[config.mk]
export PLATFORM = sky130hd
export DESIGN_NAME = sram_access_arbiter
export DESIGN_NICKNAME = d
export VERILOG_FILES = /design/src/rtl/sram_access_arbiter.sv
export SDC_FILE = /design/constraint.sdc
export NUM_CORES = 1
export LEC_CHECK = 0
export BUFFER_PORTS_ARGS = -buffer_cell sky130_fd_sc_hd__buf_2
export CORE_MARGIN = 2
export CORE_UTILIZATION = 30
export DETAILED_ROUTE_END_ITERATION = 7
export PLACE_DENSITY = 0.64
export SLEW_MARGIN = 20
export SYNTH_ARGS = -nofsm -noshare
export SYNTH_HDL_FRONTEND = slang
export SYNTH_SLANG_ARGS = --single-unit
[constraint.sdc]
create_clock -name Clk -period 3.5 [get_ports Clk]
set_clock_uncertainty 0.2 [all_clocks]
set_input_delay 0.35 -clock Clk [delete_from_list [all_inputs] [get_ports Clk]]
set_output_delay 0.35 -clock Clk [all_outputs]
set_load 0.02 [all_outputs]
[src/rtl/sram_access_arbiter.sv]
// Purpose : two-port arbiter/sequencer for one asynchronous 16-bit SRAM (port 0 = CPU, port 1 = debug/loader).
// Latency : request sampled in IDLE at edge t -> doneN high in cycle t+2+WAIT_CYCLES; one IDLE cycle between grants.
// Backpr. : requesters hold req and fields stable until doneN; a losing requester simply waits in IDLE arbitration.
//
// Ports:
//   Clk, Reset                 clock, synchronous active-high reset
//   req/we/addr/wdata/be{0,1}  per-port request and fields (sampled only in IDLE)
//   rdata{0,1}, done{0,1}      per-port read data (held) and one-cycle completion pulse
//   busy                       high whenever the sequencer is not IDLE
//   sram_*                     registered SRAM pins; sram_dq_i is the pad read data
//
// Optional feature: define SRAM_ARB_ROUND_ROBIN_EN for round-robin tie breaking;
// undefined gives fixed priority with port 0 winning every tie.

module sram_access_arbiter #(
    parameter int ADDR_W      = 20,
    parameter int WAIT_CYCLES = 2
) (
    input  logic              Clk,
    input  logic              Reset,

    input  logic              req0,
    input  logic              we0,
    input  logic [ADDR_W-1:0] addr0,
    input  logic [15:0]       wdata0,
    input  logic [1:0]        be0,
    output logic [15:0]       rdata0,
    output logic              done0,

    input  logic              req1,
    input  logic              we1,
    input  logic [ADDR_W-1:0] addr1,
    input  logic [15:0]       wdata1,
    input  logic [1:0]        be1,
    output logic [15:0]       rdata1,
    output logic              done1,

    output logic              busy,

    output logic [ADDR_W-1:0] sram_addr,
    output logic              sram_ce_n,
    output logic              sram_oe_n,
    output logic              sram_we_n,
    output logic              sram_ub_n,
    output logic              sram_lb_n,
    output logic [15:0]       sram_dq_o,
    output logic              sram_dq_oe,
    input  logic [15:0]       sram_dq_i
);

    typedef enum logic [1:0] {
        ST_IDLE   = 2'd0,
        ST_SETUP  = 2'd1,
        ST_ACCESS = 2'd2,
        ST_DONE   = 2'd3
    } state_t;

    // ACCESS counts down from WAIT_CYCLES-1 to 0; the zero cycle is the last one.
    localparam logic [3:0] WAIT_LAST = 4'(WAIT_CYCLES - 1);

    state_t              state_q, state_d;
    logic [3:0]          cnt_q, cnt_d;

    // Fields of the granted request, frozen for the whole access.
    logic                lat_port_q, lat_port_d;
    logic                lat_we_q, lat_we_d;
    logic [ADDR_W-1:0]   lat_addr_q, lat_addr_d;
    logic [15:0]         lat_wdata_q, lat_wdata_d;
    logic [1:0]          lat_be_q, lat_be_d;

    logic [15:0]         rdata0_q, rdata0_d;
    logic [15:0]         rdata1_q, rdata1_d;
    logic                done0_q, done0_d;
    logic                done1_q, done1_d;
    logic                busy_q, busy_d;
    logic [ADDR_W-1:0]   addr_q, addr_d;
    logic                ce_n_q, ce_n_d;
    logic                oe_n_q, oe_n_d;
    logic                we_n_q, we_n_d;
    logic                ub_n_q, ub_n_d;
    logic                lb_n_q, lb_n_d;
    logic [15:0]         dq_o_q, dq_o_d;
    logic                dq_oe_q, dq_oe_d;

    // win = 1 selects port 1.
    logic                win;

`ifdef SRAM_ARB_ROUND_ROBIN_EN
    // 1 = port 1 was granted last, so port 0 takes the next tie.
    logic                last_q, last_d;

    always_comb begin
        if (req0 && req1) begin
            win = ~last_q;
        end else begin
            win = ~req0;
        end
    end
`else
    always_comb begin
        win = ~req0;
    end
`endif

    always_comb begin
        state_d     = state_q;
        cnt_d       = cnt_q;
        lat_port_d  = lat_port_q;
        lat_we_d    = lat_we_q;
        lat_addr_d  = lat_addr_q;
        lat_wdata_d = lat_wdata_q;
        lat_be_d    = lat_be_q;
        rdata0_d    = rdata0_q;
        rdata1_d    = rdata1_q;
`ifdef SRAM_ARB_ROUND_ROBIN_EN
        last_d      = last_q;
`endif

        case (state_q)
            ST_IDLE: begin
                if (req0 || req1) begin
                    state_d     = ST_SETUP;
                    lat_port_d  = win;
                    lat_we_d    = win ? we1    : we0;
                    lat_addr_d  = win ? addr1  : addr0;
                    lat_wdata_d = win ? wdata1 : wdata0;
                    lat_be_d    = win ? be1    : be0;
`ifdef SRAM_ARB_ROUND_ROBIN_EN
                    last_d      = win;
`endif
                end
            end
            ST_SETUP: begin
                state_d = ST_ACCESS;
                cnt_d   = WAIT_LAST;
            end
            ST_ACCESS: begin
                if (cnt_q == 4'd0) begin
                    state_d = ST_DONE;
                    // Sample the pad at the end of the last strobe cycle so the data
                    // has had the full access window to settle.
                    if (!lat_we_q) begin
                        if (lat_port_q) begin
                            rdata1_d = sram_dq_i;
                        end else begin
                            rdata0_d = sram_dq_i;
                        end
                    end
                end else begin
                    cnt_d = cnt_q - 4'd1;
                end
            end
            ST_DONE: begin
                state_d = ST_IDLE;
            end
            default: begin
                state_d = ST_IDLE;
            end
        endcase
    end

    // Pin values are decoded from the next state so every output is a flop
    // that already carries the value for the state being entered.
    always_comb begin
        addr_d  = addr_q;
        dq_o_d  = dq_o_q;
        ce_n_d  = 1'b1;
        oe_n_d  = 1'b1;
        we_n_d  = 1'b1;
        ub_n_d  = 1'b1;
        lb_n_d  = 1'b1;
        dq_oe_d = 1'b0;
        done0_d = 1'b0;
        done1_d = 1'b0;
        busy_d  = (state_d != ST_IDLE);

        case (state_d)
            ST_SETUP: begin
                ce_n_d  = 1'b0;
                addr_d  = lat_addr_d;
                dq_o_d  = lat_wdata_d;
                ub_n_d  = ~lat_be_d[1];
                lb_n_d  = ~lat_be_d[0];
                dq_oe_d = lat_we_d;
            end
            ST_ACCESS: begin
                ce_n_d  = 1'b0;
                ub_n_d  = ~lat_be_d[1];
                lb_n_d  = ~lat_be_d[0];
                // Exactly one strobe per access; a read never drives the pad.
                oe_n_d  = lat_we_d;
                we_n_d  = ~lat_we_d;
                dq_oe_d = lat_we_d;
            end
            ST_DONE: begin
                // Strobes released; address and data stay put for write hold time.
                dq_oe_d = lat_we_d;
                done0_d = ~lat_port_d;
                done1_d = lat_port_d;
            end
            default: begin
            end
        endcase
    end

    always_ff @(posedge Clk) begin
        if (Reset) begin
            state_q     <= ST_IDLE;
            cnt_q       <= 4'd0;
            lat_port_q  <= 1'b0;
            lat_we_q    <= 1'b0;
            lat_addr_q  <= '0;
            lat_wdata_q <= '0;
            lat_be_q    <= '0;
            rdata0_q    <= '0;
            rdata1_q    <= '0;
            done0_q     <= 1'b0;
            done1_q     <= 1'b0;
            busy_q      <= 1'b0;
            addr_q      <= '0;
            ce_n_q      <= 1'b1;
            oe_n_q      <= 1'b1;
            we_n_q      <= 1'b1;
            ub_n_q      <= 1'b1;
            lb_n_q      <= 1'b1;
            dq_o_q      <= '0;
            dq_oe_q     <= 1'b0;
`ifdef SRAM_ARB_ROUND_ROBIN_EN
            last_q      <= 1'b1;
`endif
        end else begin
            state_q     <= state_d;
            cnt_q       <= cnt_d;
            lat_port_q  <= lat_port_d;
            lat_we_q    <= lat_we_d;
            lat_addr_q  <= lat_addr_d;
            lat_wdata_q <= lat_wdata_d;
            lat_be_q    <= lat_be_d;
            rdata0_q    <= rdata0_d;
            rdata1_q    <= rdata1_d;
            done0_q     <= done0_d;
            done1_q     <= done1_d;
            busy_q      <= busy_d;
            addr_q      <= addr_d;
            ce_n_q      <= ce_n_d;
            oe_n_q      <= oe_n_d;
            we_n_q      <= we_n_d;
            ub_n_q      <= ub_n_d;
            lb_n_q      <= lb_n_d;
            dq_o_q      <= dq_o_d;
            dq_oe_q     <= dq_oe_d;
`ifdef SRAM_ARB_ROUND_ROBIN_EN
            last_q      <= last_d;
`endif
        end
    end

    assign rdata0     = rdata0_q;
    assign rdata1     = rdata1_q;
    assign done0      = done0_q;
    assign done1      = done1_q;
    assign busy       = busy_q;
    assign sram_addr  = addr_q;
    assign sram_ce_n  = ce_n_q;
    assign sram_oe_n  = oe_n_q;
    assign sram_we_n  = we_n_q;
    assign sram_ub_n  = ub_n_q;
    assign sram_lb_n  = lb_n_q;
    assign sram_dq_o  = dq_o_q;
    assign sram_dq_oe = dq_oe_q;

endmodule

==> results list <==
* Run status: finished, final reports clean
- Power per cell area: 915.0 nW/µm²
* Share of synthesized area spent on multiplexers: about 6%
- Final estimated routing congestion in global placement: between 0.7 and 0.8
* Kind of critical path: reg2reg
* Final antenna-violating net count: 0
- Aggregate negative setup slack: 0 ps
* Total track usage: between 10% and 20%
- The average instance in the mapped netlist occupies just under 10 µm².
- Syn Std Cell Area: 5353 µm²
- Once the clock tree was built, the resizer swapped 0 gates to a different size.
- The completed layout was analyzed and its total power is 6.444 mW.
* Simple-gate share of the synthesized area: 13.77%
- Total inserted antenna cells: 0
- Worst hold slack across all endpoints: 12.16 ps
* IO Pins: ~180
- Full die area: 18930 µm²
- CTS built an H-tree with a depth of 4.
* Number of warning messages in the yosys log: 0
* Clock transition at the registers of the reported paths: 60 ps
- Combinational cell fraction of total power: 38.4%
* IR drop worst, VDD: 0.4220 mV
- Critical Path Start Type: flop
- The number of hold buffers added after CTS was 0.
- The tightest min-delay check is of the in2reg type.
- Summed over all layers, the routed wires come to 15590 µm.
- The first global-routing pass estimated 24470 µm of wire.
* Via density per instance: 5.331
* Required time at the endpoint of the critical path: 3620 ps
- Critical Path Max Stage Delay: 480 ps
- Of the total power, the share spent switching nets is roughly two fifths.
- Synth area leader: sky130_fd_sc_hd__dfxtp_1
- Cells traversed along the worst timing path: inv_1 > ha_1 > or3b_1 > a211o_1 > inv_1 > ha_2 > nor2b_4 > buf_12 > o221ai_1 > o32ai_1
- Final cell count without fillers: 937
* Sequential element share of the synthesized area: a little under half
- Routed via count: 4995
* Number of flops mapped to enable cells by yosys: 0
- The max-slew violation count is 0.
* Post-synthesis compound-gate area fraction: 24.54%
* Fraction of synthesized cell area taken by the top area cell type: 46.00%
* Worst setup slack before clock tree synthesis: 610.1 ps
- After floorplanning, the core was sized to cover 17360 µm².
- Sequential cells burn 31.1% of the power.
- Top FF cell, synth: sky130_fd_sc_hd__dfxtp_1
- Unrepaired setup endpoints after global routing: false
- Sorting the synthesized cells by area gives the leading types as sky130_fd_sc_hd__dfxtp_1 46%, sky130_fd_sc_hd__o32ai_1 12%, sky130_fd_sc_hd__mux2i_1 6.0%.
* Largest net degree at the start of global routing: 96
- In this run the register-to-register setup slack is roughly 570 ps.
- Data arrival at the endpoint of the critical path: 3050 ps
* Dominant combinational cell family by area after synthesis: compound AO/OA/AOI/OAI gates
- Most frequent CP cell: sky130_fd_sc_hd__inv_1
* Floorplan die height: 137.6 µm
- The first detailed-routing pass ran for 6 iterations.
- Worst slew margin relative to its limit: 37.42%
* Static Leakage: 2.902 nW
* Fmax achieved: between 300 and 400 MHz
* Library cell with the highest instance count after synthesis: sky130_fd_sc_hd__dfxtp_1
* Minimum period implied by the final worst setup slack: 2931 ps
- Area share of fa/ha/maj cells after synthesis: 2.571%
* Sum of overflow across all layers after global routing: 0
- Proportion of power drawn by the clock network: a little under a third
* Crit. End Element: flop
- Mapped Nets: 663
- Most frequent cells after synthesis: 123 x sky130_fd_sc_hd__dfxtp_1, 73 x sky130_fd_sc_hd__o32ai_1, 51 x sky130_fd_sc_hd__nand2b_1
* #FFs+latches synth: around 120
- TritonCTS sink count: 123
- Share of final-layout standard cells stronger than drive strength 1: a little under a third
- Setup repair bufs after CTS: 0
* Period Utilization, post-route: 83.74%
- Setup-failing EPs final: 0
- The kind of cell with the highest combined delay along the critical path is simple AND/OR/NAND/NOR gates.
- In this run the tool buffered the top-level ports with about 170 buffer cells.
* Hpwl dp: 10110 µm
- Crit path max-delay cell type: sky130_fd_sc_hd__or3b_1
* Post-route worst setup slack: 569.0 ps
- Fill cells in the final layout number 1715.
- Synthesis-to-finish area growth: 31.58%
- TritonCTS built the clock tree.
- Summing the areas of all xor and xnor instances in the mapped netlist gives 0% of the synthesized area.
- At the later pin of the worst-skew pair, clock insertion delay measures 420 ps.
* Initial DRC Count: 283
- Measured along the x axis, the die boundary spans 137.6 µm.
- Hold Vio Cnt, Final: 0
* Share of flip-flops with an asynchronous set or reset: 0%
- Actual slew at the worst max-slew pin: between 900 and 1000 ps
- Post-Synthesis Cells: 554
- Number of antenna violations at the first check in global routing: 0
- Detailed-route DRC error count: 0
* Root buffer cell: sky130_fd_sc_hd__clkbuf_16
- In this run the deepest clock path goes through 2 buffers.
- Number of global-route vias before repair: 4779
- Starting density of the core: approximately 31%
- Internal power comes to 3.975 mW.
- The number of buffers and inverters on the critical path is 3.
* Row count: 48
- Number of nets in the final layout: 808
- In this run the worst path has a maximum fanout of 26.
- Counting the buffers created by CTS gives 17.
- In the final routed layout, each cell accounts on average for around 17 µm.
* Cell count after placement: approximately 910
* Net switching component of the power: 2.469 mW
- The netlist uses 41 different library cells.
* Maxcap violations: 0
## tightest hold or removal path, stage by stage
cell and delay, ps:
sky130_fd_sc_hd__buf_2 100, sky130_fd_sc_hd__nand2b_1 70, sky130_fd_sc_hd__mux2i_1 60
## registers in the layout, summed over array words and instances (netlist names), 2 cells and up
| signal | count |
|---|---|
| lat_be_q | 2 |
| lat_addr_q | 20 |
| lat_wdata_q | 16 |
| rdata1 | 16 |
| rdata0 | 16 |
| sram_dq_o | 16 |
| cnt_q | 4 |
| sram_addr | 20 |
| state_q | 2 |
## power groups by stage
| stage | combinational [mW] | clock, mW | sequential (mW) |
|---|---|---|---|
| 2_1_floorplan | 1.56 | 0 | 2.20 |
| 3_3_place_gp | 2.46 | 0 | 2.03 |
| 3_5_place_dp | 2.48 | 0 | 2.03 |
| 4_1_cts | 2.49 | 2.01 | 2.00 |
| 5_1_grt | 2.73 | 2.07 | 2.05 |
| 6_report | 2.48 | 1.96 | 2.00 |
## routing by layer
layer  share of wire (%)  track usage [%]  vias to the layer above
met4                 1.6            5.785                        0
met2                  47            27.11                      188
met5                   0                0                        -
li1                    -                -                     2417
met3                 8.7            5.960                       17
met1                  43            20.50                     2373
## final timing paths
kind	cells past startpoint	to	from
min	3	rdata0[4]	sram_dq_i[4]
max	10	sram_addr[19]	cnt_q[0]
min reg2reg	2	rdata1[0]	rdata1[0]
max reg2reg	10	sram_addr[19]	cnt_q[0]
## cell families after synthesis
group	after synthesis
buf+inv	99
flops	123
mux	32
compound gates	165
fa+ha+maj	11
simple gates	124
## cells in the final DEF (no fill, tap or decap), types with 3 or more instances in the layout
master                         n
sky130_fd_sc_hd__clkinvlp_4    3
sky130_fd_sc_hd__dfxtp_1     123
sky130_fd_sc_hd__o32ai_1      73
sky130_fd_sc_hd__nor2_1       10
sky130_fd_sc_hd__o22ai_1      38
sky130_fd_sc_hd__inv_1        43
sky130_fd_sc_hd__nor3_1       37
sky130_fd_sc_hd__nand2_1       4
sky130_fd_sc_hd__mux2i_1      32
sky130_fd_sc_hd__ha_1          9
sky130_fd_sc_hd__o21ai_0       4
sky130_fd_sc_hd__o221ai_1     36
sky130_fd_sc_hd__buf_2       173
sky130_fd_sc_hd__a21oi_1       5
sky130_fd_sc_hd__bufinv_16     5
sky130_fd_sc_hd__nand2b_1     50
sky130_fd_sc_hd__buf_4         6
sky130_fd_sc_hd__clkbuf_16    17
## per-stage QoR
step                      util (%)  area (µm²)
final                        40.58        7043
after global routing         40.58        7043
after CTS                    40.58        7043
after detailed placement     36.79        6386
after global placement       36.79        6386
after floorplan                  -        5353
## area by class of cell
class / count / area (µm²) / area share (%)
multi-input cells: 332 / 2526 / 35.87
flip-flops and latches: 123 / 2462 / 34.96
repair buffers: 181 / 950.9 / 13.50
clock buffers: 18 / 439.2 / 6.236
well taps: 225 / 281.5 / 3.997
clock inverters: 14 / 217.7 / 3.091
inverters: 44 / 165.2 / 2.345
No activity file was read; power rests on OpenSTA's default activity.
